`src/rtl/pe_cfg_loader.sv`:
```
// pe_cfg_loader
//    Write-side driver for a row/column of PEs sharing one program.
//    Clears the PEs, streams instruction words into their config buffers
//    one init pulse per accepted word, then pulses run for a programmed
//    number of cycles and reports completion with done.
module pe_cfg_loader #(
   parameter int PE_INST_W    = 28,
   parameter int BUFFER_DEPTH = 16,
   parameter int CNT_W        = 5
) (
   input  logic                 clk,
   input  logic                 rst,
   input  logic                 start,
   input  logic                 abort,
   input  logic [CNT_W-1:0]     inst_count,
   input  logic [CNT_W-1:0]     run_cycles,
   input  logic                 in_valid,
   output logic                 in_ready,
   input  logic [PE_INST_W-1:0] in_inst,
   output logic                 pe_rst,
   output logic [PE_INST_W-1:0] PE_inst,
   output logic                 init,
   output logic                 run,
   output logic                 busy,
   output logic                 done,
   output logic                 err
);

   typedef enum logic [2:0] {
      ST_IDLE  = 3'd0,
      ST_CLEAR = 3'd1,
      ST_LOAD  = 3'd2,
      ST_RUN   = 3'd3,
      ST_FIN   = 3'd4
   } state_t;

   localparam logic [CNT_W-1:0] DEPTH_C = CNT_W'(BUFFER_DEPTH);
   localparam logic [CNT_W-1:0] ZERO_C  = {CNT_W{1'b0}};
   localparam logic [CNT_W-1:0] ONE_C   = {{(CNT_W-1){1'b0}}, 1'b1};

   state_t           state_r;
   state_t           state_nx_s;
   logic [CNT_W-1:0] inst_cnt_r;   // words to load, latched on start
   logic [CNT_W-1:0] run_cyc_r;    // run length, latched on start
   logic [CNT_W-1:0] hs_cnt_r;     // handshakes taken so far
   logic [CNT_W-1:0] run_cnt_r;    // run pulses issued so far
   logic             hs_s;
   logic             cnt_ok_s;
   logic             last_hs_s;
   logic             run_last_s;

   assign in_ready   = (state_r == ST_LOAD);
   assign busy       = (state_r != ST_IDLE);
   assign hs_s       = in_valid & in_ready;
   assign cnt_ok_s   = (inst_count != ZERO_C) && (inst_count <= DEPTH_C) &&
                       (run_cycles != ZERO_C) && (run_cycles <= DEPTH_C);
   assign last_hs_s  = hs_s && ((hs_cnt_r + ONE_C) == inst_cnt_r);
   // The RUN state spends one extra cycle beyond the run pulses: its first
   // cycle carries the last init, so run pulses land on the following cycles.
   assign run_last_s = (state_r == ST_RUN) && (run_cnt_r == run_cyc_r);

   // State register.
   always_ff @(posedge clk or posedge rst) begin
      if (rst) begin
         state_r <= ST_IDLE;
      end else begin
         state_r <= state_nx_s;
      end
   end

   // Next-state logic; abort overrides every transition.
   always_comb begin
      state_nx_s = state_r;
      if (abort) begin
         state_nx_s = ST_IDLE;
      end else begin
         case (state_r)
            ST_IDLE: begin
               if (start && cnt_ok_s) begin
                  state_nx_s = ST_CLEAR;
               end else begin
                  state_nx_s = ST_IDLE;
               end
            end
            ST_CLEAR: state_nx_s = ST_LOAD;
            ST_LOAD: begin
               if (last_hs_s) begin
                  state_nx_s = ST_RUN;
               end else begin
                  state_nx_s = ST_LOAD;
               end
            end
            ST_RUN: begin
               if (run_last_s) begin
                  state_nx_s = ST_FIN;
               end else begin
                  state_nx_s = ST_RUN;
               end
            end
            ST_FIN:  state_nx_s = ST_IDLE;
            default: state_nx_s = ST_IDLE;
         endcase
      end
   end

   // Registered PE-facing strobes, instruction word and status pulses.
   always_ff @(posedge clk or posedge rst) begin
      if (rst) begin
         pe_rst  <= 1'b0;
         init    <= 1'b0;
         run     <= 1'b0;
         done    <= 1'b0;
         err     <= 1'b0;
         PE_inst <= {PE_INST_W{1'b0}};
      end else begin
         pe_rst <= ~abort && (state_r == ST_CLEAR);
         init   <= ~abort && hs_s;
         run    <= ~abort && (state_r == ST_RUN) && (run_cnt_r != run_cyc_r);
         done   <= ~abort && run_last_s;
         err    <= ~abort && (state_r == ST_IDLE) && start && !cnt_ok_s;
         if (hs_s && !abort) begin
            PE_inst <= in_inst;
         end
      end
   end

   // Count latches plus handshake and run counters.
   always_ff @(posedge clk or posedge rst) begin
      if (rst) begin
         inst_cnt_r <= ZERO_C;
         run_cyc_r  <= ZERO_C;
         hs_cnt_r   <= ZERO_C;
         run_cnt_r  <= ZERO_C;
      end else if (abort) begin
         hs_cnt_r  <= ZERO_C;
         run_cnt_r <= ZERO_C;
      end else begin
         case (state_r)
            ST_IDLE: begin
               hs_cnt_r  <= ZERO_C;
               run_cnt_r <= ZERO_C;
               if (start && cnt_ok_s) begin
                  inst_cnt_r <= inst_count;
                  run_cyc_r  <= run_cycles;
               end
            end
            ST_LOAD: begin
               if (hs_s) begin
                  hs_cnt_r <= hs_cnt_r + ONE_C;
               end
            end
            ST_RUN: begin
               if (!run_last_s) begin
                  run_cnt_r <= run_cnt_r + ONE_C;
               end
            end
            default: begin
               hs_cnt_r <= hs_cnt_r;
            end
         endcase
      end
   end

endmodule

```
`config.mk`:
```
export PLATFORM = sky130hd
export DESIGN_NAME = pe_cfg_loader
export DESIGN_NICKNAME = d
export VERILOG_FILES = /design/src/rtl/pe_cfg_loader.sv
export SDC_FILE = /design/constraint.sdc
export NUM_CORES = 1
export LEC_CHECK = 0
export CAP_MARGIN = 20
export CORE_MARGIN = 5
export CORE_UTILIZATION = 50
export DETAILED_ROUTE_END_ITERATION = 8
export DONT_BUFFER_PORTS = 1
export PLACE_DENSITY_LB_ADDON = 0.12
export SETUP_SLACK_MARGIN = 0.15
export SYNTH_ARGS = -nofsm -noshare
export SYNTH_HDL_FRONTEND = slang
export SYNTH_SLANG_ARGS = --single-unit
export TNS_END_PERCENT = 50
```
`constraint.sdc`:
```
create_clock -name clk -period 4.4 [get_ports clk]
set_input_delay 0.88 -clock clk [delete_from_list [all_inputs] [get_ports clk]]
set_output_delay 0.88 -clock clk [all_outputs]
set_load 0.03 [all_outputs]
```
Word-level counts from Yosys, hierarchy flattened. Index checks and enable logic that the tools add are counted.

Register bits after elaboration: 56. Bits of input ports: 43. Word-level logic and storage cells: 62.

Add/sub/neg operators: 2. $lt $le $gt $ge: 2. Eq/ne operators: 8. Multiplexer cells: 11. Bitwise logic cells: 2. Reductions and logical operators: 26.

Operators by type and width (number): two-way mux 5 bit (4); case mux 5 bit (2 select lines) (2); logical AND 1 bit (15); case mux 3 bit (4 select lines) (1); adder 5 x 1 -> 5 bit (second input constant) (2); equality test 5 bit (2); less-or-equal comparator 5 bit (second input constant) (2); nonzero test 5 bit (2); nonzero test 3 bit (3); equality test 3 x 2 -> 1 bit (second input constant) (2); two-way mux 3 bit (2); != test 5 bit (1); AND reduction 2 bit (2); equality test 3 x 1 -> 1 bit (second input constant) (1); zero test 3 bit (1); != test 3 x 2 -> 1 bit (second input constant) (1); != test 3 bit (second input constant) (1); AND reduction 3 bit (1); zero test 1 bit (2); two-way mux 1 bit (2); bitwise AND 1 bit (1); NOT 1 bit (1).

Depth between registers and ports, before layout.
Depth after elaboration: 8. Mapped depth: 7.

Least setup slack after synthesis. OpenSTA, ideal clock, no wires.

Kind: input-to-reg. Start point: input port inst_count[0]. End point: register inst_cnt_r[0]. Arrival time: 2.124 ns. Data required time: 4.275 ns. Setup slack: 2.151 ns. Stages on the path: 5. Cell sequence: nor4_1 > xor2_1 > or3_1 > buf_4 > mux2_4.

Longest elaborated chain between the ends: 6.

Ends and longest elaborated chain: start: declaration (line 15) `input logic [CNT_W-1:0] inst_count,`; less-or-equal comparator 5 bit or nonzero test 5 bit (tied branches) (line 55) `assign cnt_ok_s = (inst_count != ZERO_C) && (inst_count <= DEPTH_C) &&`; logical AND 1 bit (2 in a row) (line 55); logical AND 1 bit (line 56) `(run_cycles != ZERO_C) && (run_cycles <= DEPTH_C);`; logical AND 1 bit (line 142) `if (start && cnt_ok_s) begin`; AND reduction 3 bit (no source line); end signal: assignment (line 143) `inst_cnt_r <= inst_count;`; end: declaration (line 43) `logic [CNT_W-1:0] inst_cnt_r;`.

Several ways; a longest one is shown, not always the timed one. A chain may end at the register's enable or synchronous reset.

Final worst setup path.
Start point: register state_r[2]. End point: output port busy.

Longest elaborated chain between the ends: 1.

Ends and longest elaborated chain: start: declaration (line 41) `state_t state_r;`; start signal: assignment (line 67) `state_r <= state_nx_s;`; nonzero test 3 bit (line 53) `assign busy = (state_r != ST_IDLE);`; end: declaration (line 24) `output logic busy,`.

No other way between the ends.

==> impl_results.md <==
* Die height at 80.9 um
* Die area at 6550 um^2
* Final #Nets at 294
* Worst-Skew Late Latency at 0.31 ns
* # rows at 25
* Post-layout worst setup margin at 1.84 ns
* Fillers at 463
* Count leader, synth: nand2_1
* Post-route minimum period at 2.56 ns
* YS warnings at 0
* Layout cells sized above 1 at 0.120
* TNS Setup at 0 ns
* Detailed Route Iter0 Violations at 82
* EDFF count, synth at 0
* Routed Antenna Nets at 0
* P_leak at 0.00134 uW
* Reg-to-reg slack, setup at 2.37 ns
* HPWL after DPL at 3490 um
* Finished Layout Cells at 317
* Max-slew violations at 0
* Vias at 1657
* H-tree Lvls at 2
* Ports at 78
* Reg2reg end: hs_cnt_r[2]
* Commonest cells in the netlist: nand2_1, dfrtp_1, nor2_1
* Total iterations of the first detailed-routing run at 4
* Sequential element share of the synthesized area at 0.557
* HP Class: in2async
* CTS root buffer: clkbuf_8
* Pre-CTS WS at 1.92 ns
* CP Capture Type: output pin
* Top cells by area, synth: dfrtp_1, nand2_1, mux2_4, xor2_1, nor2_1
* Overall power at 1330 uW
* Post-synth net total at 294
* Antenna Cells at 0
* Remaining DRCs at 0
* TritonCTS clock tree: yes
* CP required at 3.52 ns
* Hold Violations, Final at 0
* Mapped cell area at 2520 um^2
* Setup crit start: state_r[2]
* Seq cells post-synth at 56
* Buffers on Ports at 0
* Worst Reg2Reg Path Length in Cells at 6
* Global route overflow at 0
* DP Cell Count at 309
* GRT Overall Usage at 0.157
* Initial antenna violation count at 0
* Startpoint types: flop
* Worst endpoint data arrival time at 1.68 ns
* Maximum vdd drop at 0.222 mV
* Cell area power density at 496 nW/um^2
* Synth async-reset ratio at 1.00
* Worst-path fanout max at 9
* Unrepaired setup endpoints after global routing: false
* Final Cycle Share at 0.583
* Vias in the first global route at 1769
* Initial Utilization at 0.522
* RePlAce Congestion at 0.807
* Status: complete, no violations
* WL final at 4680 um
* Max Buffers Root-to-Sink at 2
* DR WL/cell at 14.8 um
* Fmax at 0.390 GHz
* Worst rel slew slack at 0.524
* Cts bufs inserted at 5
* Main synth FF type: dfrtp_1
* CORE AREA at 4820 um^2
* Postcts setup bufs at 0
* Area growth from synthesis to layout at 6.51%
* Die Width at 80.9 um
* Worst hold margin at 0.400 ns
* Largest net degree at the start of global routing at 42
* Post_cts resized at 0
* Worst-path clk slew at 0.10 ns
* Worst setup path class: reg2out
* First-pass GRT wire length at 8040 um
* Reg-to-Reg Start: state_r[2]
* Setup Skew at 0.00695 ns
* Yosys top cell area share at 0.557
* Slew of the pin with the lowest slew margin at 0.711 ns
* Post-synth cell types at 42
* Post-Synthesis Cells at 249
* Clock sinks at 56
* Total of max-cap violations at 0
* Endpoints failing setup at 0
* Syn Area/Cell at 10.1 um^2
* Area leader, netlist: dfrtp_1
* CTS Hold Bufs at 0
* Vias/cell at 5.23
## per-layer routing
| metal | global-route usage | part of all wire | vias up |
|---|---|---|---|
| met3 | 0.0632 | 0.11 | 9 |
| met5 | 0 | 0 | - |
| met1 | 0.192 | 0.44 | 771 |
| li1 | - | - | 813 |
| met2 | 0.247 | 0.43 | 64 |
| met4 | 0.0608 | 0.019 | 0 |
## critical path, stage by stage (launching register included)
cell	delay, ns
dfrtp_1	0.51
nor3_1	0.52
inv_1	0.34
## where the power goes
part	internal [uW]	switching (uW)	leakage, uW
logic	84.1	80.2	0.000553
clock network	172	172	0.0000548
registers	610	212	0.000735
## cell usage in the layout, fill, tap and decap left out, drive strengths merged, types with 3 or more instances in the layout
master and n:
xor2 10, nor2 16, clkbuf 5, nor3 3, nand2 95, nand3 6, dfrtp 56, mux2 11
o21ai 6, nor4 3, inv 4, xnor2 5
## cell families (layout without fill, tap and decap cells)
kind of cell	after synthesis	in the layout	synth area share
adders and majority gates	2	2	0.00994
AOI/OAI and AO/OA	17	17	0.0497
xor gates and xnor gates	15	15	0.0552
DFF	56	56	0.557
buffers and inverters	12	13	0.0244
and+or+nand+nor	135	135	0.236
muxes	12	12	0.0681
## state kept, by name, indices dropped and copies added (netlist names)
signal,flops
PE_inst,28
done,1
err,1
hs_cnt_r,5
init,1
inst_cnt_r,5
pe_rst,1
run,1
run_cnt_r,5
run_cyc_r,5
state_r,3
## metrics by stage
stage               instance area, um^2   util
floorplan                          2520      -
global placement                   2560  0.532
detailed placement                 2560  0.532
CTS                                2680  0.556
global route                       2680  0.556
finish                             2680  0.556
## cell type report
| class | count | area, um^2 | area share |
|---|---|---|---|
| inverter | 3 | 11.3 | 0.00420 |
| clock buffer | 5 | 68.8 | 0.0257 |
| tap | 67 | 83.8 | 0.0313 |
| timing repair buffer | 2 | 15.0 | 0.00560 |
| sequential | 56 | 1400 | 0.523 |
| multi-input combinational | 181 | 1050 | 0.393 |
| clock inverter | 3 | 46.3 | 0.0173 |
## worst max path at each step
| stage | depth (start not counted) | slack (ns) | to |
|---|---|---|---|
| 6_report | 2 | 1.84 | busy |
| 5_1_grt | 2 | 1.71 | busy |
| 4_1_cts | 2 | 1.79 | busy |
| 3_5_place_dp | 4 | 1.92 | run_cyc_r[1] |
| 3_3_place_gp | 4 | 1.95 | inst_cnt_r[2] |
| 2_1_floorplan | 1 | 2.15 | PE_inst[0] |
(Power assumes the default switching activity.)
==> edit 1 (same settings) <==
`BUFFER_DEPTH`: 16 -> 8.
--- a/src/rtl/pe_cfg_loader.sv
+++ b/src/rtl/pe_cfg_loader.sv
@@ -6,5 +6,5 @@
 module pe_cfg_loader #(
    parameter int PE_INST_W    = 28,
-   parameter int BUFFER_DEPTH = 16,
+   parameter int BUFFER_DEPTH = 8,
    parameter int CNT_W        = 5
 ) (
Function: changed (Yosys sat finds a counterexample within 4 cycles, from zero or initial values and one cycle with rst high).
==> edit 1 against the unedited design <==
Synthesized area decreased by 3.3%. Worst setup slack improved by 0.16 ns. Clock skew is 0.0020 ns higher. Design area down 3.7%. Count of clock-buffer cells in the layout unchanged. Wire length is 4.7% lower. Combinational power fell by 28%. Power decreased by 17%. Largest cell class unchanged. Cell count fell by 18%. Sequential cell count is 1 lower. Global-route usage down 1.3 points. Via count fell by 13%. Hold slack improved by 0.028 ns. Sequential share of layout area increased by 1.0 points.
==> edit 1: results (changes against the unedited design) <==
Setup path
  – Max incr delay on CP: 0.63 ns (+0.11 ns)
  – CP delay by family, top: flip-flops
  – Max FO, Critical Path: 11 (+2)
  – Crit path DAT: 1.53 ns (-0.15 ns)
  – Slowest-stage cell, CP: dfrtp_1

STA
  – Worst Skew: 0.00890 ns (+0.00195 ns)
  – Worst slew pin tran: 0.642 ns (-0.0685 ns)

Placement
  – DP Cell Count: 251 (-19%)
  – Post-Place Worst Slack: 2.13 ns (+0.217 ns)
  – I/O Buffers: 0 (unchanged)
  – DP Wirelength: 3340 um (-4.5%)
  – Routability Congestion: 0.788 (-2.3%)
  – Area after DPL: 2470 um^2 (-3.7%)

Detailed routing
  – DRT Pass-1 Iters: 4 (unchanged)
  – Via count: 1446 (-13%)
  – Final WL: 4460 um (-4.7%)
  – DR iter-0 viols: 55 (-33%)

Synth
  – Post-Synth Adder-Cell Area: 1.03% (+0.034 points)
  – Post-Synth XOR/XNOR Area: 4.32% (-1.2 points)
  – Dominant cell type by area after synthesis: dfrtp_1
  – Unique cell type count in the Yosys netlist: 40 (-4.8%)
  – Most instantiated cells after synthesis: dfrtp_1, mux2_2, nor2_1
  – Cells after Synth: 190 (-24%)
  – Leading post-synthesis cells by cell area: dfrtp_1, mux2_2, xor2_1
  – Sequential area share after synthesis: 56.6% (+0.86 points)
  – Ys async rst share: 100% (unchanged)
  – YS warnings: 0 (unchanged)
  – Synth Area in Compound Gates: 5.71% (+0.73 points)
  – Mux cell area share after synthesis: 17.1% (+10 points)

Global route
  – First-pass GRT wire length: 7050 um (-12%)
  – Largest net degree at the start of global routing: 56 (+33%)
  – Vias in the first global route: 1479 (-16%)
  – Gr usage total: 14.4% (-1.3 points)
  – Initial antenna violation count: 0 (unchanged)

Pwr
  – VDD IR-drop max: 158 uV (-29%)
  – Switching Share: 32.2% (-2.7 points)
  – Lkg Pwr: 1.19 nW (-11%)

Clock tree
  – Skew-Pair Late Insertion Delay: 0.30 ns
  – CTS Buffer Depth: 2 (unchanged)
  – Worst-path clk slew: 0.10 ns (about the same)
  – Resized Gates After CTS: 0 (unchanged)
  – CTS root buf: clkbuf_8
  – Post-CTS Setup Inserts: 0 (unchanged)
  – CTS Buf Count: 5 (unchanged)
  – H-tree depth: 2 (unchanged)

Min path
  – Hold Crit Class: primary input to async pin

Final layout
  – Largest register by flop count: PE_inst
  – Nets: 237 (-19%)
  – Post-route insts no fill: 260 (-18%)
  – Layout cells sized above 1: 29.5% (+18 points)
  – N_diodes: 0 (unchanged)
  – Largest register FFs: 28 (unchanged)

Status
  – Outcome: finished clean
==> edit 1: power by group through the flow <==
| stage | Combinational (mW) | Sequential (mW) | Clock [mW] |
|---|---|---|---|
| 2_1_floorplan | 0.104 | 0.706 | 0 |
| 3_3_place_gp | 0.113 | 0.719 | 0 |
| 3_5_place_dp | 0.118 | 0.721 | 0 |
| 4_1_cts | 0.118 | 0.710 | 0.288 |
| 5_1_grt | 0.132 | 0.717 | 0.313 |
| 6_report | 0.118 | 0.708 | 0.280 |
==> edit 1: per-layer routing <==
metal	track usage, %	vias up	routed length, um
met5	0	-	0
met4	4.56	0	55
met3	5.98	6	424
met2	24.5	64	2200
met1	16.3	698	1780
li1	-	678	-
==> edit 1: area by class of cell <==
class                      count  area [um^2]
clock buffer                   5         68.8
clock inverter                 3         22.5
fill                         391         2140
inverter                       4         15.0
multi-input combinational    125          995
sequential                    55         1380
tap                           67         83.8
timing repair buffer           1         20.0
==> edit 1: cell families (layout without fill, tap and decap cells) <==
group,after synthesis,count (layout)
AND/OR/NAND/NOR,53,53
XOR/XNOR,12,12
flip-flops,55,55
adder cells (fa/ha/maj),2,2
AO/OA/AOI/OAI,21,21
buffers and inverters,10,13
multiplexers,37,37
==> edit 1: path summary, 6_finish.rpt <==
check	start	endpoint	slack (ns)	depth (start not counted)
setup / recovery	done	busy	1.99	1
hold / removal	rst	PE_inst[27]	0.43	1
setup reg to reg	done	PE_inst[21]	2.32	4
hold reg to reg	run_cyc_r[4]	run_cyc_r[4]	0.51	1
max in group asynchronous	rst	hs_cnt_r[1]	3.45	2
min in group clk	run_cyc_r[4]	run_cyc_r[4]	0.51	1
==> edit 2 (same settings) <==
Made on the original files. Encoding of `state_t`: now Gray code (3 bits for 5 states).
--- a/src/rtl/pe_cfg_loader.sv
+++ b/src/rtl/pe_cfg_loader.sv
@@ -28,9 +28,9 @@
 
    typedef enum logic [2:0] {
-      ST_IDLE  = 3'd0,
-      ST_CLEAR = 3'd1,
-      ST_LOAD  = 3'd2,
-      ST_RUN   = 3'd3,
-      ST_FIN   = 3'd4
+      ST_IDLE  = 3'b000,
+      ST_CLEAR = 3'b001,
+      ST_LOAD  = 3'b011,
+      ST_RUN   = 3'b010,
+      ST_FIN   = 3'b110
    } state_t;
 
Behaviour: same outputs for any inputs over 10 cycles, from zero or initial values and one cycle with rst high; not proved beyond that.
==> edit 2 against the unedited design <==
Global-route usage is 2.1 points lower. Wire length is 3.6% lower. Synthesized area increased by 5.9%. First-iteration DRC count shrank 66%. Sequential cell count unchanged. Synthesized cell count shrank 23%. Hold slack better by 0.070 ns. Design area grew 2.5%. Worst setup slack improved by 0.13 ns. Highest routed layer unchanged.
Power is not compared: it rests on default switching activity, and its combinational part moved more than twofold at a synthesized area within 25%.
==> edit 2: results (changes against the unedited design) <==
Synth
  – Leading post-synthesis cells by cell area: dfrtp_1, mux2_4, buf_12
  – Most instantiated cells after synthesis: dfrtp_1, mux2_4, nand2_1, nor2_1, xor2_1
  – Syn_nets: 236 (-20%)
  – Sequential area share after synthesis: 52.6% (-3.1 points)
  – YS warnings: 0 (unchanged)
  – Unique cell type count in the Yosys netlist: 40 (-4.8%)
  – Mapped Avg Cell Area: 14.0 um^2 (+38%)

Global route
  – Met2 Track Usage GR: 20.4% (-4.3 points)
  – Gr usage total: 13.5% (-2.1 points)
  – Met1 Usage GRT: 17.2% (-2.1 points)
  – First-pass GRT wire length: 7680 um (-4.5%)
  – Grt met3 use: 6.34% (+0.017 points)
  – Vias in the first global route: 1508 (-15%)
  – Largest net degree at the start of global routing: 57 (+36%)

Clock tree
  – H-tree depth: 2 (unchanged)
  – Resized Gates After CTS: 0 (unchanged)
  – CTS Buffer Depth: 2 (unchanged)

Detailed routing
  – Via count: 1396 (-16%)
  – DRT Pass-1 Iters: 4 (unchanged)
  – DR iter-0 viols: 28 (-66%)
  – Final WL: 4510 um (-3.6%)

Setup path
  – Reg-to-reg slack, setup: 2.42 ns (+0.05 ns)
  – Worst r2r dst: PE_inst[26]
  – Max FO, Critical Path: 8 (-1)
  – Crit path DAT: 1.56 ns (-0.12 ns)
  – Register-to-Register Path Depth: 4 (-2)
  – Crit Reg-Reg Startpoint: state_r[2]

Status
  – Outcome: finished clean

Pwr
  – Lkg Pwr: 1.30 nW

STA
  – Worst slew pin tran: 0.737 ns (+0.0266 ns)
  – Worst Skew: 0.00819 ns (+0.00124 ns)
  – Worst hold margin: 0.470 ns (+0.0703 ns)

Placement
  – Post-Place Worst Slack: 1.90 ns (-0.0126 ns)
  – DP Wirelength: 3320 um (-4.9%)
  – Area after DPL: 2640 um^2 (+2.9%)
  – Routability Congestion: 0.860 (+6.5%)
  – DP Cell Count: 254 (-18%)

Final layout
  – Layout cells sized above 1: 28.5% (+16 points)
  – Post-route insts no fill: 263 (-17%)
  – Filler instances: 463 (unchanged)
  – N_diodes: 0 (unchanged)
-- edit 2: cell types whose count changed in the layout (fill, tap and decap cells not counted), sizes merged, moves of 3 or more --
cell	unedited run	this run
and2	1	4
mux2	11	40
nand2	95	11
nand3	6	2
nor2	16	13
nor2b	0	3
or3	1	6
-- edit 2: per-layer routing --
metal	vias up	part of all wire, %
li1	667	-
met1	661	44
met2	62	44
met3	6	11
met4	0	0.93
met5	-	0
-- edit 2: final cells by class --
cell class                      instances  area (um^2)  share of cell area, %
Clock buffer                            6         72.6                   2.64
Clock inverter                          2         16.3                  0.592
Inverter                                3         11.3                  0.410
Multi-Input combinational cell        125         1140                   41.4
Sequential cell                        56         1400                   51.0
Tap cell                               70         87.6                   3.19
Timing Repair Buffer                    1         20.0                  0.729
-- edit 2: critical path: stages (launching register included) --
cell	delay (ns)
dfrtp_1	0.48
nand2_1	0.18
nor2_1	0.60
-- edit 2: power breakdown --
part           total, mW  switching (mW)  internal (mW)
registers           1.05           0.370          0.680
logic              0.390           0.133          0.256
clock network      0.273           0.160          0.114
-- edit 2: kinds of logic (layout without fill, tap and decap cells) --
family	count (synthesis)	after routing	synth area share, %
AO/OA/AOI/OAI	15	15	4.04
XOR/XNOR	12	12	3.94
adder cells (fa/ha/maj)	2	2	0.939
buffers and inverters	10	12	4.69
flip-flops	56	56	52.6
multiplexers	43	43	23.2
AND/OR/NAND/NOR	53	53	10.6
-- edit 2: how the worst max path moves through the flow --
stage	startpoint	to	slack (ns)
2_1_floorplan	rst	PE_inst[0]	2.15
3_3_place_gp	inst_count[0]	inst_cnt_r[1]	1.95
3_5_place_dp	inst_count[0]	run_cyc_r[0]	1.90
4_1_cts	state_r[0]	in_ready	1.94
5_1_grt	state_r[0]	in_ready	1.81
6_report	state_r[0]	in_ready	1.96
